==> src/rtl/ben_cpu_pkg.sv <==
// Shared definitions for the CPU run-control slice.
package ben_cpu_pkg;

    // Run-control FSM encoding, also exported on o_state.
    typedef enum logic [1:0] {
        ST_STOP   = 2'd0,
        ST_RUN    = 2'd1,
        ST_STEP   = 2'd2,
        ST_HALTED = 2'd3
    } run_state_e;

    // 10 ms at 50 MHz.
    localparam int unsigned DB_CYCLES_DEFAULT = 500000;
    localparam int unsigned DB_W_DEFAULT      = 20;

endpackage

==> src/rtl/btn_debounce.sv <==
// Two-flop synchroniser plus stability counter for a bouncing push-button.
module btn_debounce #(
    parameter int unsigned DB_CYCLES = 500000,
    parameter int unsigned DB_W      = 20
) (
    input  logic clk,
    input  logic rst_n,
    input  logic btn,
    output logic level,
    output logic rise
);

    localparam logic [DB_W-1:0] CNT_LAST = DB_W'(DB_CYCLES - 1);

    logic            btn_s1;
    logic            btn_sync;
    logic [DB_W-1:0] cnt;

    // Bring the raw button into the clock domain.
    always_ff @(posedge clk or negedge rst_n) begin
        if (!rst_n) begin
            btn_s1   <= 1'b0;
            btn_sync <= 1'b0;
        end else begin
            btn_s1   <= btn;
            btn_sync <= btn_s1;
        end
    end

    // Accept a new level only after it has persisted DB_CYCLES cycles; any bounce back restarts the count.
    always_ff @(posedge clk or negedge rst_n) begin
        if (!rst_n) begin
            cnt   <= '0;
            level <= 1'b0;
            rise  <= 1'b0;
        end else begin
            rise <= 1'b0;
            if (btn_sync == level) begin
                cnt <= '0;
            end else if (cnt == CNT_LAST) begin
                cnt   <= '0;
                level <= btn_sync;
                rise  <= btn_sync;
            end else begin
                cnt <= cnt + DB_W'(1);
            end
        end
    end

endmodule

==> src/rtl/cpu_run_ctrl.sv <==
// Run/stop/single-step sequencer issuing one-cycle clock-enable pulses to the CPU.
module cpu_run_ctrl
    import ben_cpu_pkg::*;
#(
    parameter int unsigned DIV_W     = 32,
    parameter int unsigned DB_CYCLES = DB_CYCLES_DEFAULT,
    parameter int unsigned DB_W      = DB_W_DEFAULT,
    parameter int unsigned CNT_W     = 16
) (
    input  logic             i_clk,
    input  logic             i_rst,
    input  logic [DIV_W-1:0] i_divider,
    input  logic             i_run_sw,
    input  logic             i_step_btn,
    input  logic             i_cpu_hlt,
    input  logic             i_hlt_clr,
    output logic             o_cpu_en,
    output logic [1:0]       o_state,
    output logic [CNT_W-1:0] o_en_count
);

    logic             run_s1;
    logic             run_sync;
    logic             step_level;
    logic             step_rise;
    logic             step_req;
    logic [DIV_W-1:0] div_cnt;
    logic [DIV_W-1:0] latched_div;
    logic             tick_c;
    logic             pulse_c;
    run_state_e       state;
    run_state_e       state_nxt;

    // Run switch synchroniser.
    always_ff @(posedge i_clk or negedge i_rst) begin
        if (!i_rst) begin
            run_s1   <= 1'b0;
            run_sync <= 1'b0;
        end else begin
            run_s1   <= i_run_sw;
            run_sync <= run_s1;
        end
    end

    btn_debounce #(
        .DB_CYCLES (DB_CYCLES),
        .DB_W      (DB_W)
    ) u_step_db (
        .clk   (i_clk),
        .rst_n (i_rst),
        .btn   (i_step_btn),
        .level (step_level),
        .rise  (step_rise)
    );

    // The rise pulse only ever accompanies the new high level.
    assign step_req = step_rise & step_level;

    assign tick_c = (div_cnt == latched_div - DIV_W'(1));

    // Free-running divider; the period is reloaded only at a tick so a switch change never yields a runt period.
    always_ff @(posedge i_clk or negedge i_rst) begin
        if (!i_rst) begin
            div_cnt     <= '0;
            latched_div <= DIV_W'(1);
        end else if (tick_c) begin
            div_cnt     <= '0;
            latched_div <= (i_divider == '0) ? DIV_W'(1) : i_divider;
        end else begin
            div_cnt <= div_cnt + DIV_W'(1);
        end
    end

    // FSM state register.
    always_ff @(posedge i_clk or negedge i_rst) begin
        if (!i_rst) begin
            state <= ST_STOP;
        end else begin
            state <= state_nxt;
        end
    end

    // FSM next-state logic; a halt outranks everything except the explicit clear.
    always_comb begin
        state_nxt = state;
        unique case (state)
            ST_STOP: begin
                if (run_sync) begin
                    state_nxt = ST_RUN;
                end else if (step_req) begin
                    state_nxt = ST_STEP;
                end
            end
            ST_RUN: begin
                if (i_cpu_hlt) begin
                    state_nxt = ST_HALTED;
                end else if (!run_sync) begin
                    state_nxt = ST_STOP;
                end
            end
            ST_STEP: begin
                if (i_cpu_hlt) begin
                    state_nxt = ST_HALTED;
                end else if (tick_c) begin
                    state_nxt = ST_STOP;
                end
            end
            ST_HALTED: begin
                if (i_hlt_clr) begin
                    state_nxt = ST_STOP;
                end
            end
            default: state_nxt = ST_STOP;
        endcase
    end

    // FSM output decode: pulse decision for this tick.
    always_comb begin
        pulse_c = 1'b0;
        unique case (state)
            ST_RUN:    pulse_c = tick_c & ~i_cpu_hlt;
            ST_STEP:   pulse_c = tick_c & ~i_cpu_hlt;
            ST_STOP:   pulse_c = 1'b0;
            ST_HALTED: pulse_c = 1'b0;
            default:   pulse_c = 1'b0;
        endcase
    end

    // Registered enable pulse and issued-pulse counter move together.
    always_ff @(posedge i_clk or negedge i_rst) begin
        if (!i_rst) begin
            o_cpu_en   <= 1'b0;
            o_en_count <= '0;
        end else begin
            o_cpu_en <= pulse_c;
            if (pulse_c) begin
                o_en_count <= o_en_count + CNT_W'(1);
            end
        end
    end

    assign o_state = state;

endmodule

==> config.mk <==
export PLATFORM = sky130hd
export DESIGN_NAME = cpu_run_ctrl
export DESIGN_NICKNAME = d
export VERILOG_FILES = /design/src/rtl/ben_cpu_pkg.sv /design/src/rtl/btn_debounce.sv /design/src/rtl/cpu_run_ctrl.sv
export SDC_FILE = /design/constraint.sdc
export NUM_CORES = 1
export LEC_CHECK = 0
export ABC_AREA = 1
export CAP_MARGIN = 20
export CELL_PAD_IN_SITES_DETAIL_PLACEMENT = 0
export CELL_PAD_IN_SITES_GLOBAL_PLACEMENT = 1
export CORE_ASPECT_RATIO = 0.5
export CORE_MARGIN = 2
export CORE_UTILIZATION = 30
export CTS_BUF_LIST = sky130_fd_sc_hd__clkbuf_4
export DETAILED_ROUTE_END_ITERATION = 12
export GPL_TIMING_DRIVEN = 0
export PLACE_DENSITY_LB_ADDON = 0.12
export RECOVER_POWER = 25
export SYNTH_ARGS = -nofsm -noshare
export SYNTH_HDL_FRONTEND = slang
export SYNTH_SLANG_ARGS = --single-unit
==> constraint.sdc <==
create_clock -name i_clk -period 2.61 [get_ports i_clk]
set_input_delay 0.261 -clock i_clk [delete_from_list [all_inputs] [get_ports i_clk]]
set_output_delay 0.261 -clock i_clk [all_outputs]
set_load 0.02 [all_outputs]
; ---- Word-level counts from Yosys, hierarchy flattened
; Cells that the tools add are included.
[totals]
regBits = 109
latchBits = 0
ramBits = 0
rom_bits = 0
input_bits = 38
n_memories = 0
[op_classes]
add_sub_neg = 4
multipliers = 0
div_mod_pow = 0
magnitude_cmp = 0
eq_ne = 10
n_shift = 0
n_mux = 15
bitwise_logic = 4
n_reduce_logical = 6
[ops]
columns = operator, n
row1 = two-way mux 32 bit, 2
row2 = two-way mux 20 bit, 2
row3 = "adder 32 x 1 -> 32 bit, second input constant", 1
row4 = == test 32 bit, 1
row5 = logical NOT 32 bit, 1
row6 = "subtractor 32 x 1 -> 32 bit, second input constant", 1
row7 = "adder 20 x 1 -> 20 bit, second input constant", 1
row8 = "== test 20 x 19 -> 1 bit, second input constant", 1
row9 = "adder 16 x 1 -> 16 bit, second input constant", 1
row10 = two-way mux 2 bit, 7
row11 = "!= test 3 bit, second input constant", 3
row12 = case mux 2 bit (4 select lines), 1
row13 = "== test 2 bit, second input constant", 2
row14 = AND reduction 4 bit, 1
row15 = OR reduction 2 bit, 2
row16 = bitwise AND 1 bit, 2
row17 = "== test 2 x 1 -> 1 bit, second input constant", 1
row18 = logical NOT 2 bit, 1
row19 = two-way mux 1 bit, 2
row20 = "!= test 2 bit, second input constant", 1
row21 = NOT 1 bit, 2
row22 = case mux 1 bit (2 select lines), 1
row23 = AND reduction 2 bit, 1
row24 = == test 1 bit, 1

; ---- Logic depth before layout (Yosys ltp)
[logic_depth]
depth_word = 5
depth_mapped = 17
depth_no_buf = 17

; ---- Cells and area by module
; A second synthesis with hierarchy kept.
[hier_totals]
hier_cells = 1088
area_unflattened_um2 = 7682.4
[by_module_without_submodules]
columns = mod, instances, cells_per_inst, area_per_inst_um2, seq_area_each_um2
row1 = cpu_run_ctrl, 1, 918, 6361.1, 2128.3
row2 = btn_debounce, 1, 170, 1321.3, 600.6

; ---- Worst setup path before layout
; Ideal clock, no wire load.
[synth_path]
path_type = register to register
start = register latched_div[0]
end = register latched_div[12]
setup_ns = 0.132
t_arrival_ns = 2.085
required_time_ns = 2.478
path_slack_ns = 0.393
stages_incl_launch_ff = 17
path_buffers = 2
path_cell_list = dfstp_2 inv_1 ha_1 nand2_1 nor2_4 buf_6 nand3_1 nand2_1 nand2_1 nand2_1 inv_2 nand3_1 nor2_2 nand3_4 clkbuf_1 nand2_1 o21ai_0
[synth_via]
elab_chain_cells = 2
[synth_lines]
columns = item, line
row1 = "start, declared", cpu_run_ctrl.sv:28  ; logic [DIV_W-1:0] latched_div;
row2 = "start signal, assigned", cpu_run_ctrl.sv:68  ; latched_div <= (i_divider == '0) ? DIV_W'(1) : i_divider;
row3 = subtractor 32 x 1 -> 32 bit, cpu_run_ctrl.sv:59  ; assign tick_c = (div_cnt == latched_div - DIV_W'(1));
row4 = == test 32 bit, cpu_run_ctrl.sv:59
; No other way between the ends.
; A chain may end at the register's enable or synchronous reset.

; ---- Final worst setup path
[layout_path]
start = register latched_div[1]
end = register latched_div[31]
; The elaborated chain is that of the path after synthesis.

==> summary.md <==
| Metric | Value |
|---|---|
| Placement Setup Slack | `-0.370 ns` |
| Final setup margin | `-0.0129 ns` |
| Die H | `113 um` |
| Max incr delay on CP | `0.45 ns` |
| TritonCTS clock tree | `built` |
| Final Setup Violations | `4` |
| Fin Setup TNS | `-0.0284 ns` |
| Reg area | `2740 um2` |
| Synth Instances | `1,033` |
| Drt pass-1 iters | `5` |
| Final hold vios | `0` |
| Crit. End Element | `flop` |
| Tcrit/Tclk final | `100%` |
| DR vias/cell | `4.78` |
| Synth area leaders | `dfrtp_1 38%, nand2_1 14%, nor2_1 8.1%` |
| Initial DRC Count | `481` |
| All-Layer GR Usage | `19.5%` |
| Status | `complete, but fails checks` |
| Top Family by Delay on Critical Path | `simple AND/OR/NAND/NOR gates` |
| Vias in the first global route | `6,530` |
| Crit path DAT | `3.09 ns` |
| Area delta synth->final | `28.1%` |
| Max-cap violation count | `1` |
| Dpl hpwl | `18,700 um` |
| Pwr Density | `327 nW/um2` |
| Yosys cell types | `37` |
| Clock Root Buffer | `clkbuf_4` |
| Worst rel slew slack | `-38.2%` |
| Initial antenna violation count | `3` |
| Area of the multi-input gates | `4260 um2` |
| RSZ-0062 raised after global routing | `true` |
| Synth async-reset ratio | `100%` |
| Crit-path max FO | `10` |
| Area leader, netlist | `dfrtp_1` |
| Die X | `223 um` |
| Sequential share of the synthesized area | `38.0%` |
| Clock transition at path regs | `0.17 ns` |
| Most used DFF post-synth | `dfrtp_1` |
| Sink Count | `109` |
| Starting Density | `31.0%` |
| Num rows | `39` |
| Core area | `23,100 um2` |
| First-pass GRT wire length | `37,200 um` |
| Setup CP Type | `flop to flop` |
| Layout cells sized above 1 | `17.3%` |
| Type of origin of the critical path | `flop` |
| Yosys reg bits | `109` |
| Peak VDD IR | `0.000183 V` |
| Number of primary I/O pins | `57` |
| Vias | `6,958` |
| Wire per inst | `16.6 um` |
| Switching share of power | `30.9%` |
| Post-synth EDFFs | `0` |
| Post-DRT Antenna Nets | `0` |
| Top-count cell post-synth | `nand2_1` |
| Max Slew Vio Count | `34` |
| Failing checks | `capacitance limit, slew limit, setup timing` |
| CP Cell Sequence | `inv_2 > ha_4 > nand2_4 > nor2_4 > buf_6 > nand3_2 > nand2_2 > nand2_2 > a21oi_2 > nand2_2 > nor2_4 > nand3_4 > buf_4 > buf_4 > o21ai_1` |
| YS warnings | `0` |
| Syn nets | `1,080` |
| Final hold slack | `0.257 ns` |
| Wirelength, routed | `24,200 um` |
| Routability Congestion | `0.878` |
| Critical path required time | `3.08 ns` |
| Post-layout util | `39.7%` |
| Top cells by count, synth | `270 x nand2_1, 155 x nor2_1, 137 x inv_1` |
| Die ar. | `25,300 um2` |
| Crit-path most repeated cell | `nand2_2` |
| Clock Latency Late Sink | `0.56 ns` |
| Fmax | `381 MHz` |
| Slew @ Worst Pin | `2.07 ns` |
| LEAKAGE | `4.07 nW` |
| Fin crit period | `2.62 ns` |
| Comb power frac | `14.1%` |
| Share of power burned in registers | `57.8%` |
| Clk network pwr share | `28.1%` |
| Residual DRC count | `0` |
| Filler Cell Count | `2,455` |
| Clock buffer depth | `2` |
| Crit-path slowest cell | `dfrtp_1` |
| P_sw | `928 uW` |
| CTS H-tree lvls | `3` |
| TritonCTS Buffers | `9` |
| Mapped Area | `7180 um2` |
| Area fraction of the dominant cell type after synthesis | `37.7%` |
| Crit path buffers/inverters | `4` |
| Gr ovfl total | `0` |
| Average size of a mapped cell | `6.95 um2` |
| Internal cell power | `2.08 mW` |
| Total power | `3.00 mW` |
| Type of the most critical hold path | `input pin to flop` |
| Fin nets | `1,190` |
| Clock skew | `0.0307 ns` |
| Largest net degree at the start of global routing | `77` |
| IO buf count | `56` |
[final cells by class]
| cell class | count | share of cell area, % |
|---|---|---|
| Multi-Input combinational cell | 767 | 46.4 |
| Sequential cell | 109 | 29.8 |
| Timing Repair Buffer | 98 | 10.8 |
| Inverter | 143 | 5.84 |
| Tap cell | 307 | 4.18 |
| Buffer | 15 | 1.69 |
| Clock buffer | 11 | 0.899 |
| Clock inverter | 5 | 0.395 |
| Antenna cell | 2 | 0.0545 |
[worst paths after layout]
check,from,to,slack [ns],depth (start not counted)
min,i_divider[2],latched_div[2],0.26,3
max reg2reg,latched_div[1],latched_div[31],-0.01,15
max in group asynchronous,i_rst,latched_div[4],0.52,3
min in group asynchronous,i_rst,o_en_count[14],0.81,2
max,latched_div[1],latched_div[31],-0.01,15
min reg2reg,u_step_db.btn_s1,u_step_db.btn_sync,0.46,0
[power groups by stage]
| stage | Sequential [mW] | Combinational, mW | Clock [mW] |
|---|---|---|---|
| 6_report | 1.74 | 0.424 | 0.843 |
| 5_1_grt | 1.74 | 0.476 | 0.942 |
| 4_1_cts | 1.74 | 0.416 | 0.894 |
| 3_5_place_dp | 1.77 | 0.410 | 0 |
| 3_3_place_gp | 1.77 | 0.406 | 0 |
| 2_1_floorplan | 1.78 | 0.189 | 0 |
[through the flow]
stage / area, um2 / instances
after CTS: 8510 / 1429
after global routing: 9190 / 1456
final: 9190 / 1457
after detailed placement: 8150 / 1397
after floorplan: 7180 / 1033
after global placement: 8120 / 1396
[cells in the final DEF (no fill, tap or decap), types with 28 or more instances in the layout]
master           Yosys  routed
nor3_1              33      28
nor2_1             155     127
xor2_1              50      48
nand2_1            270     239
inv_1              137     135
nand2_2              3      29
nand3_1             75      63
buf_4                0      35
nand4_1             33      33
dfrtp_1            108      98
clkdlybuf4s50_1      0      53
[layer usage]
layer	wire length [um]	vias up	global-route usage [%]	part of all wire, %
met5	0	-	0	0
met4	287	0	4.47	1.2
met3	1070	16	3.97	4.4
met2	10400	127	29.9	43
met1	12500	3324	28.3	51
li1	-	3491	-	-
[flip-flops by register name, summed over array words and instances, names as in the netlist]
register,cells
div_cnt,32
latched_div,32
u_step_db.cnt,20
o_en_count,16
o_state,2
o_cpu_en,1
run_s1,1
run_sync,1
u_step_db.btn_s1,1
u_step_db.btn_sync,1
u_step_db.level,1
u_step_db.rise,1
[timing repair]
item | 4_1_cts | 5_1_grt
buffers inserted | 13 | 24
hold endpoints to repair | 108 | 0
hold buffers | 1 | 0
pin swaps | 11 | 33
resized for setup | 45 | 133
cloned | 2 | 2
setup endpoints to repair | 84 | 84
[worst min-delay path, delay by kind of cell]
family | cells | cell delay [ns]
buf+inv | 2 | 0.46
compound gates | 1 | 0.06
[kinds of logic (layout without fill, tap and decap cells)]
logic type,Yosys count,count (layout),synth area share (%)
other,0,2,0
and+or+nand+nor,610,611,37.3
AOI/OAI and AO/OA,73,73,5.40
xor gates and xnor gates,74,74,9.03
buffers and inverters,158,272,8.66
DFF,109,109,38.0
adders and majority gates,9,9,1.57
No activity file was read; power rests on OpenSTA's default activity.
